$ cat src/rtl/cla_pkg.sv
// rtl/cla_pkg.sv - shared constants, stage-count helper and per-stage control struct for cla_pipe_adder
package cla_pkg;

  localparam int CLA_GROUP = 4;

  function automatic int cla_nseg(input int width, input int seg_width);
    return width / seg_width;
  endfunction

  typedef struct packed {
    logic valid;
    logic carry;
    logic p_acc;
    logic g_acc;
  } cla_stage_ctrl_t;

endpackage

$ cat src/rtl/cla_segment.sv
// rtl/cla_segment.sv - combinational SEG_WIDTH-bit adder: 4-bit lookahead groups plus a second lookahead level
module cla_segment
  import cla_pkg::*;
#(
  parameter int SEG_WIDTH = 8
) (
  input  logic [SEG_WIDTH-1:0] a,
  input  logic [SEG_WIDTH-1:0] b,
  input  logic                 cin,
  output logic [SEG_WIDTH-1:0] sum,
  output logic                 cout,
  output logic                 p,
  output logic                 g
);

  localparam int NGRP = SEG_WIDTH / CLA_GROUP;

  logic [SEG_WIDTH-1:0] bit_p;
  logic [SEG_WIDTH-1:0] bit_g;
  logic [SEG_WIDTH-1:0] bit_c;
  logic [NGRP-1:0]      grp_p;
  logic [NGRP-1:0]      grp_g;
  logic [NGRP:0]        grp_c;
  logic                 t_grp;
  logic                 t_lvl2;
  logic                 t_bit;

  assign bit_p = a ^ b;
  assign bit_g = a & b;

  // Every carry is a flat sum of products: each generate term ANDed with all propagates above it.
  always_comb begin
    grp_p = '0;
    grp_g = '0;
    t_grp = 1'b0;
    for (int j = 0; j < NGRP; j++) begin
      grp_p[j] = &bit_p[j*CLA_GROUP +: CLA_GROUP];
      for (int i = 0; i < CLA_GROUP; i++) begin
        t_grp = bit_g[j*CLA_GROUP + i];
        for (int m = i + 1; m < CLA_GROUP; m++) t_grp = t_grp & bit_p[j*CLA_GROUP + m];
        grp_g[j] = grp_g[j] | t_grp;
      end
    end
  end

  always_comb begin
    grp_c  = '0;
    g      = 1'b0;
    t_lvl2 = 1'b0;
    for (int j = 0; j <= NGRP; j++) begin
      t_lvl2 = cin;
      for (int m = 0; m < j; m++) t_lvl2 = t_lvl2 & grp_p[m];
      grp_c[j] = t_lvl2;
      for (int i = 0; i < j; i++) begin
        t_lvl2 = grp_g[i];
        for (int m = i + 1; m < j; m++) t_lvl2 = t_lvl2 & grp_p[m];
        grp_c[j] = grp_c[j] | t_lvl2;
      end
    end
    for (int i = 0; i < NGRP; i++) begin
      t_lvl2 = grp_g[i];
      for (int m = i + 1; m < NGRP; m++) t_lvl2 = t_lvl2 & grp_p[m];
      g = g | t_lvl2;
    end
  end

  always_comb begin
    bit_c = '0;
    t_bit = 1'b0;
    for (int j = 0; j < NGRP; j++) begin
      for (int k = 0; k < CLA_GROUP; k++) begin
        t_bit = grp_c[j];
        for (int m = 0; m < k; m++) t_bit = t_bit & bit_p[j*CLA_GROUP + m];
        bit_c[j*CLA_GROUP + k] = t_bit;
        for (int i = 0; i < k; i++) begin
          t_bit = bit_g[j*CLA_GROUP + i];
          for (int m = i + 1; m < k; m++) t_bit = t_bit & bit_p[j*CLA_GROUP + m];
          bit_c[j*CLA_GROUP + k] = bit_c[j*CLA_GROUP + k] | t_bit;
        end
      end
    end
  end

  assign sum  = bit_p ^ bit_c;
  assign cout = grp_c[NGRP];
  assign p    = &grp_p;

endmodule

$ cat src/rtl/cla_pipe_adder.sv
// rtl/cla_pipe_adder.sv - pipelined segmented CLA adder/subtractor with valid/ready handshake
// Define CLA_FLAGS_EN to add the registered out_zero / out_ovf flags.
module cla_pipe_adder
  import cla_pkg::*;
#(
  parameter int WIDTH     = 32,
  parameter int SEG_WIDTH = 8
) (
  input  logic             clk,
  input  logic             rst,
  input  logic             in_valid,
  output logic             in_ready,
  input  logic [WIDTH-1:0] in_a,
  input  logic [WIDTH-1:0] in_b,
  input  logic             in_cin,
  input  logic             in_sub,
  output logic             out_valid,
  input  logic             out_ready,
  output logic [WIDTH-1:0] out_sum,
  output logic             out_cout,
  output logic             out_p,
`ifdef CLA_FLAGS_EN
  output logic             out_g,
  output logic             out_zero,
  output logic             out_ovf
`else
  output logic             out_g
`endif
);

  localparam int NSEG = cla_nseg(WIDTH, SEG_WIDTH);

  // a/b keep the not-yet-resolved segments; sum fills in one segment per stage.
  typedef struct packed {
    cla_stage_ctrl_t  ctrl;
    logic [WIDTH-1:0] a;
    logic [WIDTH-1:0] b;
    logic [WIDTH-1:0] sum;
  } stage_t;

  stage_t               stage_q [NSEG];
  stage_t               stage_d [NSEG];
  logic [SEG_WIDTH-1:0] seg_a   [NSEG];
  logic [SEG_WIDTH-1:0] seg_b   [NSEG];
  logic [SEG_WIDTH-1:0] seg_sum [NSEG];
  logic [NSEG-1:0]      seg_cin;
  logic [NSEG-1:0]      seg_cout;
  logic [NSEG-1:0]      seg_p;
  logic [NSEG-1:0]      seg_g;
  logic [WIDTH-1:0]     b_eff;
  logic                 c0;
  logic                 advance;

  assign advance  = out_ready | ~out_valid;
  assign in_ready = advance;
  assign b_eff    = in_sub ? ~in_b : in_b;
  assign c0       = in_sub | in_cin;

  always_comb begin
    seg_cin    = '0;
    seg_a[0]   = in_a[SEG_WIDTH-1:0];
    seg_b[0]   = b_eff[SEG_WIDTH-1:0];
    seg_cin[0] = c0;
    for (int k = 1; k < NSEG; k++) begin
      seg_a[k]   = stage_q[k-1].a[k*SEG_WIDTH +: SEG_WIDTH];
      seg_b[k]   = stage_q[k-1].b[k*SEG_WIDTH +: SEG_WIDTH];
      seg_cin[k] = stage_q[k-1].ctrl.carry;
    end
  end

  for (genvar k = 0; k < NSEG; k++) begin : g_seg
    cla_segment #(
      .SEG_WIDTH(SEG_WIDTH)
    ) u_seg (
      .a   (seg_a[k]),
      .b   (seg_b[k]),
      .cin (seg_cin[k]),
      .sum (seg_sum[k]),
      .cout(seg_cout[k]),
      .p   (seg_p[k]),
      .g   (seg_g[k])
    );
  end

  always_comb begin
    stage_d[0].ctrl.valid = in_valid;
    stage_d[0].ctrl.carry = seg_cout[0];
    stage_d[0].ctrl.p_acc = seg_p[0];
    stage_d[0].ctrl.g_acc = seg_g[0];
    stage_d[0].a          = in_a;
    stage_d[0].b          = b_eff;
    stage_d[0].sum        = '0;
    stage_d[0].sum[SEG_WIDTH-1:0] = seg_sum[0];
    for (int k = 1; k < NSEG; k++) begin
      stage_d[k]            = stage_q[k-1];
      stage_d[k].ctrl.carry = seg_cout[k];
      stage_d[k].ctrl.p_acc = stage_q[k-1].ctrl.p_acc & seg_p[k];
      stage_d[k].ctrl.g_acc = seg_g[k] | (seg_p[k] & stage_q[k-1].ctrl.g_acc);
      stage_d[k].sum[k*SEG_WIDTH +: SEG_WIDTH] = seg_sum[k];
    end
  end

  always_ff @(posedge clk) begin
    if (rst) begin
      for (int k = 0; k < NSEG; k++) stage_q[k] <= '0;
    end else if (advance) begin
      for (int k = 0; k < NSEG; k++) stage_q[k] <= stage_d[k];
    end
  end

  assign out_valid = stage_q[NSEG-1].ctrl.valid;
  assign out_sum   = stage_q[NSEG-1].sum;
  assign out_cout  = stage_q[NSEG-1].ctrl.carry;
  assign out_p     = stage_q[NSEG-1].ctrl.p_acc;
  assign out_g     = stage_q[NSEG-1].ctrl.g_acc;

`ifdef CLA_FLAGS_EN
  logic zero_q;
  logic ovf_q;
  logic ovf_d;

  // Carry into the MSB is recovered as sum ^ a ^ b' at that bit.
  assign ovf_d = seg_sum[NSEG-1][SEG_WIDTH-1] ^ seg_a[NSEG-1][SEG_WIDTH-1]
               ^ seg_b[NSEG-1][SEG_WIDTH-1] ^ seg_cout[NSEG-1];

  always_ff @(posedge clk) begin
    if (rst) begin
      zero_q <= 1'b0;
      ovf_q  <= 1'b0;
    end else if (advance) begin
      zero_q <= (stage_d[NSEG-1].sum == '0);
      ovf_q  <= ovf_d;
    end
  end

  assign out_zero = zero_q;
  assign out_ovf  = ovf_q;
`endif

endmodule
$ cat config.mk
export PLATFORM = sky130hd
export DESIGN_NAME = cla_pipe_adder
export DESIGN_NICKNAME = d
export VERILOG_FILES = /design/src/rtl/cla_pkg.sv /design/src/rtl/cla_segment.sv /design/src/rtl/cla_pipe_adder.sv
export SDC_FILE = /design/constraint.sdc
export NUM_CORES = 1
export LEC_CHECK = 0
export CAP_MARGIN = 20
export CORE_UTILIZATION = 45
export CTS_CLUSTER_DIAMETER = 30
export DETAILED_ROUTE_END_ITERATION = 10
export GPL_TIMING_DRIVEN = 0
export PLACE_DENSITY = 0.79
export SKIP_LAST_GASP = 1
export SYNTH_ARGS = -nofsm -noshare
export SYNTH_HDL_FRONTEND = slang
export SYNTH_SLANG_ARGS = --single-unit
$ cat constraint.sdc
create_clock -name clk -period 6.55 [get_ports clk]
set_input_delay 1.31 -clock clk [delete_from_list [all_inputs] [get_ports clk]]
set_output_delay 1.31 -clock clk [all_outputs]
set_load 0.05 [all_outputs]
---- Word level (Yosys, flattened, before mapping) ----
Memories as Yosys holds them, arrays and structs flattened.
Index checks and enable logic that the tools add are counted.
word-level totals
  input bits .............................. 70
  output and inout port bits .............. 37
  RAM bits ................................ 400
  register bits ........................... 0
  memories ................................ 1
  word-level logic and storage cells ...... 224
  ROM bits ................................ 0
  latch bits .............................. 0
memory list
  memory   depth  bits a word  rd ports  clocked after memory_dff  wr ports  RTL line              text
  stage_q  4      100          4         0                         4         cla_pipe_adder.sv:41  stage_t stage_q [NSEG];
cells by class
  shift operators ......................... 0
  div/mod/pow operators ................... 0
  bitwise operators ....................... 201
  add/subtract/negate cells ............... 0
  equality and inequality tests ........... 0
  muxes and demuxes ....................... 10
  $mul .................................... 0
  magnitude comparators ................... 0
  reductions and logical operators ........ 12
operators by type and width
  cell                 number
  2-to-1 mux 100 bit   4
  bitwise OR 1 bit     97
  bitwise AND 1 bit    90
  XOR 8 bit            8
  bitwise AND 8 bit    4
  2-to-1 mux 32 bit    1
  inverter 32 bit      1
  AND reduction 4 bit  8
  AND reduction 8 bit  4
  2-to-1 mux 1 bit     5
  inverter 1 bit       1

---- Logic depth before layout (Yosys ltp) ----
Gate-level depths: netlist (run 1).
  word-level depth ........................ 18
  gate-level depth with buffers ........... 13

---- Cells and area by module ----
Synthesis (run 1) repeated with hierarchy kept, for this count alone.
unflattened totals
  cell total of the unflattened synthesis .. 690
  area, all modules ....................... 10376.2 um2
modules (own cells, without submodules)
  module                            times used  area an instance (um2)  cells each
  cla_pipe_adder                    1           8862.2                  505
  cla_segment (g_seg[0].u_seg ...)  3           376.6                   46
  cla_segment (g_seg[3].u_seg)      1           384.1                   47

---- Worst setup path before layout (run 1) ----
OpenSTA, ideal clock, no wires.
  path kind ............................... input-to-reg
  from .................................... input rst
  to ...................................... memory stage_q[0][0] in the netlist's numbering, enable pin
  stages .................................. 1
  setup time .............................. 0.587 ns
  buffers on the path ..................... 0
  required time ........................... 5.963 ns
  path slack .............................. 0.044 ns
  arrival ................................. 5.919 ns
  cell sequence ........................... nand2b_1
RTL lines
  item             RTL line              text
  start, declared  cla_pipe_adder.sv:10  input logic rst,
  end, declared    cla_pipe_adder.sv:41

---- Final worst setup path (run 1) ----
  from .................................... input out_ready
  to ...................................... output in_ready
on the way
  word-level cells in the longest chain between the ends .. 1
RTL lines
  item              RTL line              text
  start, declared   cla_pipe_adder.sv:18  input logic out_ready,
  bitwise OR 1 bit  cla_pipe_adder.sv:54  assign advance = out_ready | ~out_valid;
  end, declared     cla_pipe_adder.sv:12  output logic in_ready,
No other way between the ends.

==> results.txt, run 1 <==
Status -> finished clean
Clock tree buffer depth -> 2
Total number of vias -> 4895
Largest net degree at the start of global routing -> 70
Fmax -> 0.2489 GHz
Flops & latches, synth -> 192
Largest registers -> stage_q x192
Routed wire length per instance -> 14.62 um
Number of hold violations in the final report -> 0
Slew @ Worst Pin -> 0.5251 ns
Core Box Area -> 18890 um^2
Drt total wl -> 15.12 mm
Top cells by area, synth -> edfxtp_1 (66%), and2_1 (9.1%), ha_1 (5.7%)
GPL Wtd Cong -> 0.7677
Number of setup buffers added after CTS -> 0
Post-Syn Nets -> 752
Sequential area share after synthesis -> 65.93%
Hold WS -> 0.5139 ns
Clk Latency, worst-skew pair -> 0.43 ns
Netlist cell types -> 33
R2r setup slk -> 3.97 ns
Largest register FFs -> 192
Share of the cycle needed by the critical path after routing -> 61.34%
Setup Viol. Count Final -> 0
Crit-path most repeated cell -> clkdlybuf4s50_1
EDFF count, synth -> 192
Antenna violations before repair -> 0
CP max stage cell -> clkdlybuf4s50_1
Final Skew -> 0.007622 ns
RSZ-0062 raised after global routing -> no
First-pass GRT wire length -> 24.21 mm
Nets@finish -> 879
Die Y -> 141.4 um
Die width -> 141.4 um
Biggest register -> stage_q
Final Critical Period -> 4.018 ns
Pre-antenna DRT Iters -> 4
Placed wire-length estimate -> 10.99 mm
Critical Path Max Stage Delay -> 0.78 ns
Standard-cell rows -> 50
Worst rel slew slack -> 64.89%
Cells after Synth -> 634
Gr ovfl total -> 0
Crit start category -> primary input
Worst EP required -> 5.24 ns
Syn_area_per_cell -> 13.79 um^2
Num CTS Buffers -> 17
GRT Overall Usage -> 16.33%
Area occupied by registers -> 5766 um^2
Cell leakage power -> 4.348 nW
Area leader, netlist -> edfxtp_1
Sink Count -> 192
Worst-path cell chain -> clkdlybuf4s50_1 -> nor2b_4 -> inv_1 -> clkdlybuf4s50_1
Power density over the cells -> 259.1 nW/um^2
Synthesis warning total -> 0
CP Max Fanout -> 4
Area of the multi-input gates -> 2733 um^2
Remaining antenna violation count -> 0
Num ports -> 107
Initial Util -> 46.28%
CTS clk-pin slew, worst paths -> 0.07 ns
Filler Cell Count -> 1512
Async SR Flop Fraction -> 0%
Die Area -> 19990 um^2
Share of the synthesized area in the top cell type -> 65.93%
Vias in the first global route -> 4815
Iteration-0 DRC count of the detailed router -> 354
Area Overhead vs Synth -> 23.11%
CTS H-Tree Depth -> 4
Critical path class -> in2out
Layout cells sized above 1 -> 8.786%
I/O Buffers -> 105
Crit end category -> output pin
TritonCTS clock tree -> built
Drt drc -> 0
Main synth FF type -> edfxtp_1
Mapped Area -> 8745 um^2
Fin util -> 56.98%
VDD IR max -> 0.1822 mV
Cts repair resizes -> 0
WP data arrival -> 2.71 ns
Hold Path Class -> reg2reg
Number of diodes -> 0
Hold-fix buffers, CTS -> 0
DR vias/cell -> 4.734
MaxCap Viol Count -> 0
CTS root buf -> clkbuf_16
Slew Limit Fails -> 0
[stage by stage]
step / worst slack (ns) / area [um^2] / total power, W / setup TNS [ns] / cells
floorplan: 0.04395 / 8745 / 0.001702 / 0 / 634
global placement: -2.065 / 10120 / 0.001812 / -393.24 / 999
detailed placement: 2.528 / 10200 / 0.001823 / 0 / 1002
CTS: 2.528 / 10770 / 0.002813 / 0 / 1034
global route: 2.496 / 10770 / 0.002891 / 0 / 1034
finish: 2.532 / 10770 / 0.002790 / 0 / 1034
[cell type report]
cell class,count,area share (%)
Buffer,25,1.313
Multi-Input combinational cell,387,25.38
Clock inverter,15,1.337
Clock buffer,17,3.952
Timing Repair Buffer,108,10.39
Inverter,30,1.046
Sequential cell,192,53.56
Tap cell,260,3.022
[cell usage after synthesis (3+ instances only)]
master,count
a21o_1,7
a21oi_1,26
a31oi_1,3
and2_1,127
buf_2,8
buf_6,3
clkbuf_1,4
clkbuf_2,9
edfxtp_1,192
fa_1,8
ha_1,40
inv_1,30
nand2_1,21
nand3_1,10
nor2_1,49
nor3_1,9
nor3b_2,8
o21a_1,8
o21ai_0,14
o22ai_1,3
xnor2_1,27
xor2_1,13
[report_power, final]
group / internal (W) / leakage [nW] / switching, W
combinational: 0.000147 / 1.80 / 0.000176
sequential: 0.00145 / 2.28 / 0.0000256
clock: 0.000534 / 0.269 / 0.000461
[path summary, 6_finish.rpt]
path / startpoint / to / depth (start not counted)
worst min-delay path: stage_q[1][57]$_SDFFCE_PN0P_ / stage_q[2][57]$_SDFFCE_PN0P_ / 1
worst max-delay path: out_ready / in_ready / 4
worst max register to register: stage_q[0][41]$_SDFFCE_PN0P_ / stage_q[1][15]$_SDFFCE_PN0P_ / 10
worst min register to register: stage_q[1][57]$_SDFFCE_PN0P_ / stage_q[2][57]$_SDFFCE_PN0P_ / 1
[cells by family (layout without fill, tap and decap cells)]
group | after synthesis | in the layout | share of synthesized area [%]
compound gates | 64 | 64 | 4.264
xor+xnor | 40 | 40 | 4.006
fa+ha+maj | 48 | 48 | 7.555
buf+inv | 55 | 195 | 2.905
flops | 192 | 192 | 65.93
simple gates | 235 | 235 | 15.34
[routing by layer]
| metal | share of wire [%] | global-route usage (%) | vias up |
|---|---|---|---|
| li1 | - | - | 2459 |
| met1 | 42 | 19.83 | 2269 |
| met2 | 50 | 27.77 | 143 |
| met3 | 6.0 | 4.084 | 24 |
| met4 | 2.2 | 6.961 | 0 |
| met5 | 0 | 0 | - |
[worst max-delay path, delay by kind of cell]
kind,cells,cell delay [ns]
buffers and inverters,3,1.33
and+or+nand+nor,1,0.07
[layout by cell type, fill, tap and decap left out, types with 9 or more instances in the layout]
cell and n:
nor3_1 9, xnor2_1 27, a21oi_1 26, nor2_1 49
and2_1 127, nand2_1 21, nand3_1 10, o21ai_0 14
xor2_1 13, inv_1 30, clkbuf_16 17, clkbuf_2 9
clkdlybuf4s50_1 105, ha_1 40, edfxtp_1 192
Note: power is estimated with default switching activity, not from simulation.
==> run 2: changes to the inputs <==
Settings changed: PLACE_DENSITY 0.79 to 0.77.
Clock period 6.55 ns to 3.9 ns, I/O delays scaled along.
==> results.txt, run 2 (synthesis results as in run 1) <==
Fmax -> 0.3276 GHz
Final Skew -> 0.01186 ns (+0.004239 ns)
Grt met3 use -> 3.510% (-0.57 points)
Most common cell after layout, fill and taps aside -> edfxtp_1
Pre-antenna DRT Iters -> 5 (+1)
Number of setup buffers added after CTS -> 0 (unchanged)
Biggest register -> stage_q
Power density over the cells -> 426.4 nW/um^2 (+65%)
Slew Limit Fails -> 0 (unchanged)
Remaining antenna violation count -> 0 (unchanged)
Hold Path Class -> reg2reg
Vias in the first global route -> 4925 (+2.3%)
Number of diodes -> 0 (unchanged)
Setup Viol. Count Final -> 0 (unchanged)
Num ports -> 107 (unchanged)
Overall power -> 0.004565 W (+64%)
TritonCTS clock tree -> built
Antenna violations before repair -> 0 (unchanged)
Clk Latency, worst-skew pair -> 0.44 ns (about the same)
CTS clk-pin slew, worst paths -> 0.07 ns (about the same)
Iteration-0 DRC count of the detailed router -> 269 (-24%)
Routed wire length per instance -> 14.50 um (-0.81%)
Initial Util -> 46.28% (unchanged)
Most frequent cells in the layout -> edfxtp_1 (192), and2_1 (127), clkdlybuf4s50_1 (105), nor2_1 (49), ha_1 (40)
GPL Wtd Cong -> 0.8247 (+7.4%)
Nets@finish -> 878 (-0.11%)
Cell leakage power -> 4.321 nW (-0.61%)
DP Worst Slack -> 0.3949 ns (-2.133 ns)
CP Max Fanout -> 10 (+6)
Share of the cycle needed by the critical path after routing -> 78.26%
Grt met2 use -> 27.83% (+0.052 points)
Largest register FFs -> 192 (unchanged)
Num CTS Buffers -> 17 (unchanged)
Core Box Area -> 18890 um^2 (unchanged)
WP data arrival -> 3.24 ns (+0.53 ns)
Crit end category -> register
DR vias/cell -> 4.751 (+0.36%)
Total number of vias -> 4908 (+0.27%)
MaxCap Viol Count -> 0 (unchanged)
Critical Path Max Stage Delay -> 0.32 ns (-0.46 ns)
RSZ-0062 raised after global routing -> no
Final Critical Period -> 3.052 ns
CTS root buf -> clkbuf_16
VDD IR max -> 0.3027 mV (+66%)
Hold-fix buffers, CTS -> 0 (unchanged)
TNS Setup -> 0 ns (unchanged)
Largest net degree at the start of global routing -> 71 (+1.4%)
Sink Count -> 192 (unchanged)
Clock tree buffer depth -> 2 (unchanged)
Drt total wl -> 14.98 mm (-0.91%)
Die Area -> 19990 um^2 (unchanged)
Fin util -> 56.67% (-0.31 points)
Crit start category -> primary input
Critical path class -> in2reg
CP max stage cell -> buf_2
Drt drc -> 0 (unchanged)
Most Used Layer, Global Route -> met2
Largest registers -> stage_q x192
M1 GR Usage -> 19.92% (+0.086 points)
Standard-cell rows -> 50 (unchanged)
GRT Overall Usage -> 16.35% (+0.018 points)
CTS H-Tree Depth -> 4 (unchanged)
Slew @ Worst Pin -> 0.8401 ns (+0.3151 ns)
Layout cells sized above 1 -> 8.021% (-0.76 points)
Gr ovfl total -> 0 (unchanged)
Die width -> 141.4 um (unchanged)
Worst rel slew slack -> 43.99% (-21 points)
First-pass GRT wire length -> 24.46 mm (+1.1%)
Area Overhead vs Synth -> 22.44%
Placed wire-length estimate -> 10.85 mm (-1.2%)
Worst-path cell chain -> buf_2 -> buf_2 -> xor2_1 -> ha_1 -> a21oi_1 -> o21ai_0 -> nor2_1 -> inv_1 -> ha_1 -> o21a_1 -> o21ai_0 -> a21o_1 -> a21oi_1
Die Y -> 141.4 um (unchanged)
I/O Buffers -> 105 (unchanged)
Cts repair resizes -> 0 (unchanged)
Setup slack after layout -> 0.8477 ns (-1.684 ns)
Number of hold violations in the final report -> 0 (unchanged)
Status -> finished clean
Worst EP required -> 4.08 ns (-1.16 ns)
-- run 2: cell count changes in the layout (fill, tap and decap cells not counted), sizes merged --
cell / change
clkbuf: +2
inv: -5
bufinv: -1
buf: -1
clkinvlp: -2
clkinv: +6
-- run 2: final timing paths --
| path | from | end | slack (ns) | cells after the start |
|---|---|---|---|---|
| hold reg to reg | stage_q[0][58]$_SDFFCE_PN0P_ | stage_q[1][58]$_SDFFCE_PN0P_ | 0.52 | 1 |
| hold / removal | stage_q[0][58]$_SDFFCE_PN0P_ | stage_q[1][58]$_SDFFCE_PN0P_ | 0.52 | 1 |
| setup reg to reg | stage_q[1][51]$_SDFFCE_PN0P_ | stage_q[2][23]$_SDFFCE_PN0P_ | 1.39 | 10 |
| setup / recovery | in_sub | stage_q[0][7]$_SDFFCE_PN0P_ | 0.85 | 13 |
-- run 2: metal layers --
layer	part of all wire, %	wire [um]	up-vias
met5	0	0	-
met4	2.8	420	0
met3	4.6	696	29
met2	50	7436	120
met1	43	6425	2293
li1	-	-	2466
-- run 2: critical path, delay by kind of cell --
family | cells | cell delay (ns)
AOI/OAI and AO/OA | 6 | 0.99
buffers and inverters | 3 | 0.57
and+or+nand+nor | 1 | 0.23
adders and majority gates | 2 | 0.48
xor gates and xnor gates | 1 | 0.18
-- run 2: power by group --
part	internal (W)	switching, W
combinational	0.000247	0.000293
clock	0.000815	0.000740
sequential	0.00243	0.0000413
-- run 2: metrics by stage --
stage / cell area [um^2] / std cells / hold slack [ns]
4_1_cts: 10710 / 1033 / 0.5167
2_1_floorplan: 8747 / 634 / 0.4967
3_5_place_dp: 10180 / 1001 / 0.5014
3_3_place_gp: 10120 / 999 / 0.4994
6_report: 10710 / 1033 / 0.5162
5_1_grt: 10710 / 1033 / 0.5317
-- run 2: cell type report --
cell class,count,area (um^2)
multi-input cells,387,2733
repair buffers,107,1106
inverters,30,112.6
fillers,1532,8187
clock inverters,13,90.09
flip-flops and latches,192,5766
well taps,260,325.3
clock buffers,19,432.9
plain buffers,25,141.4
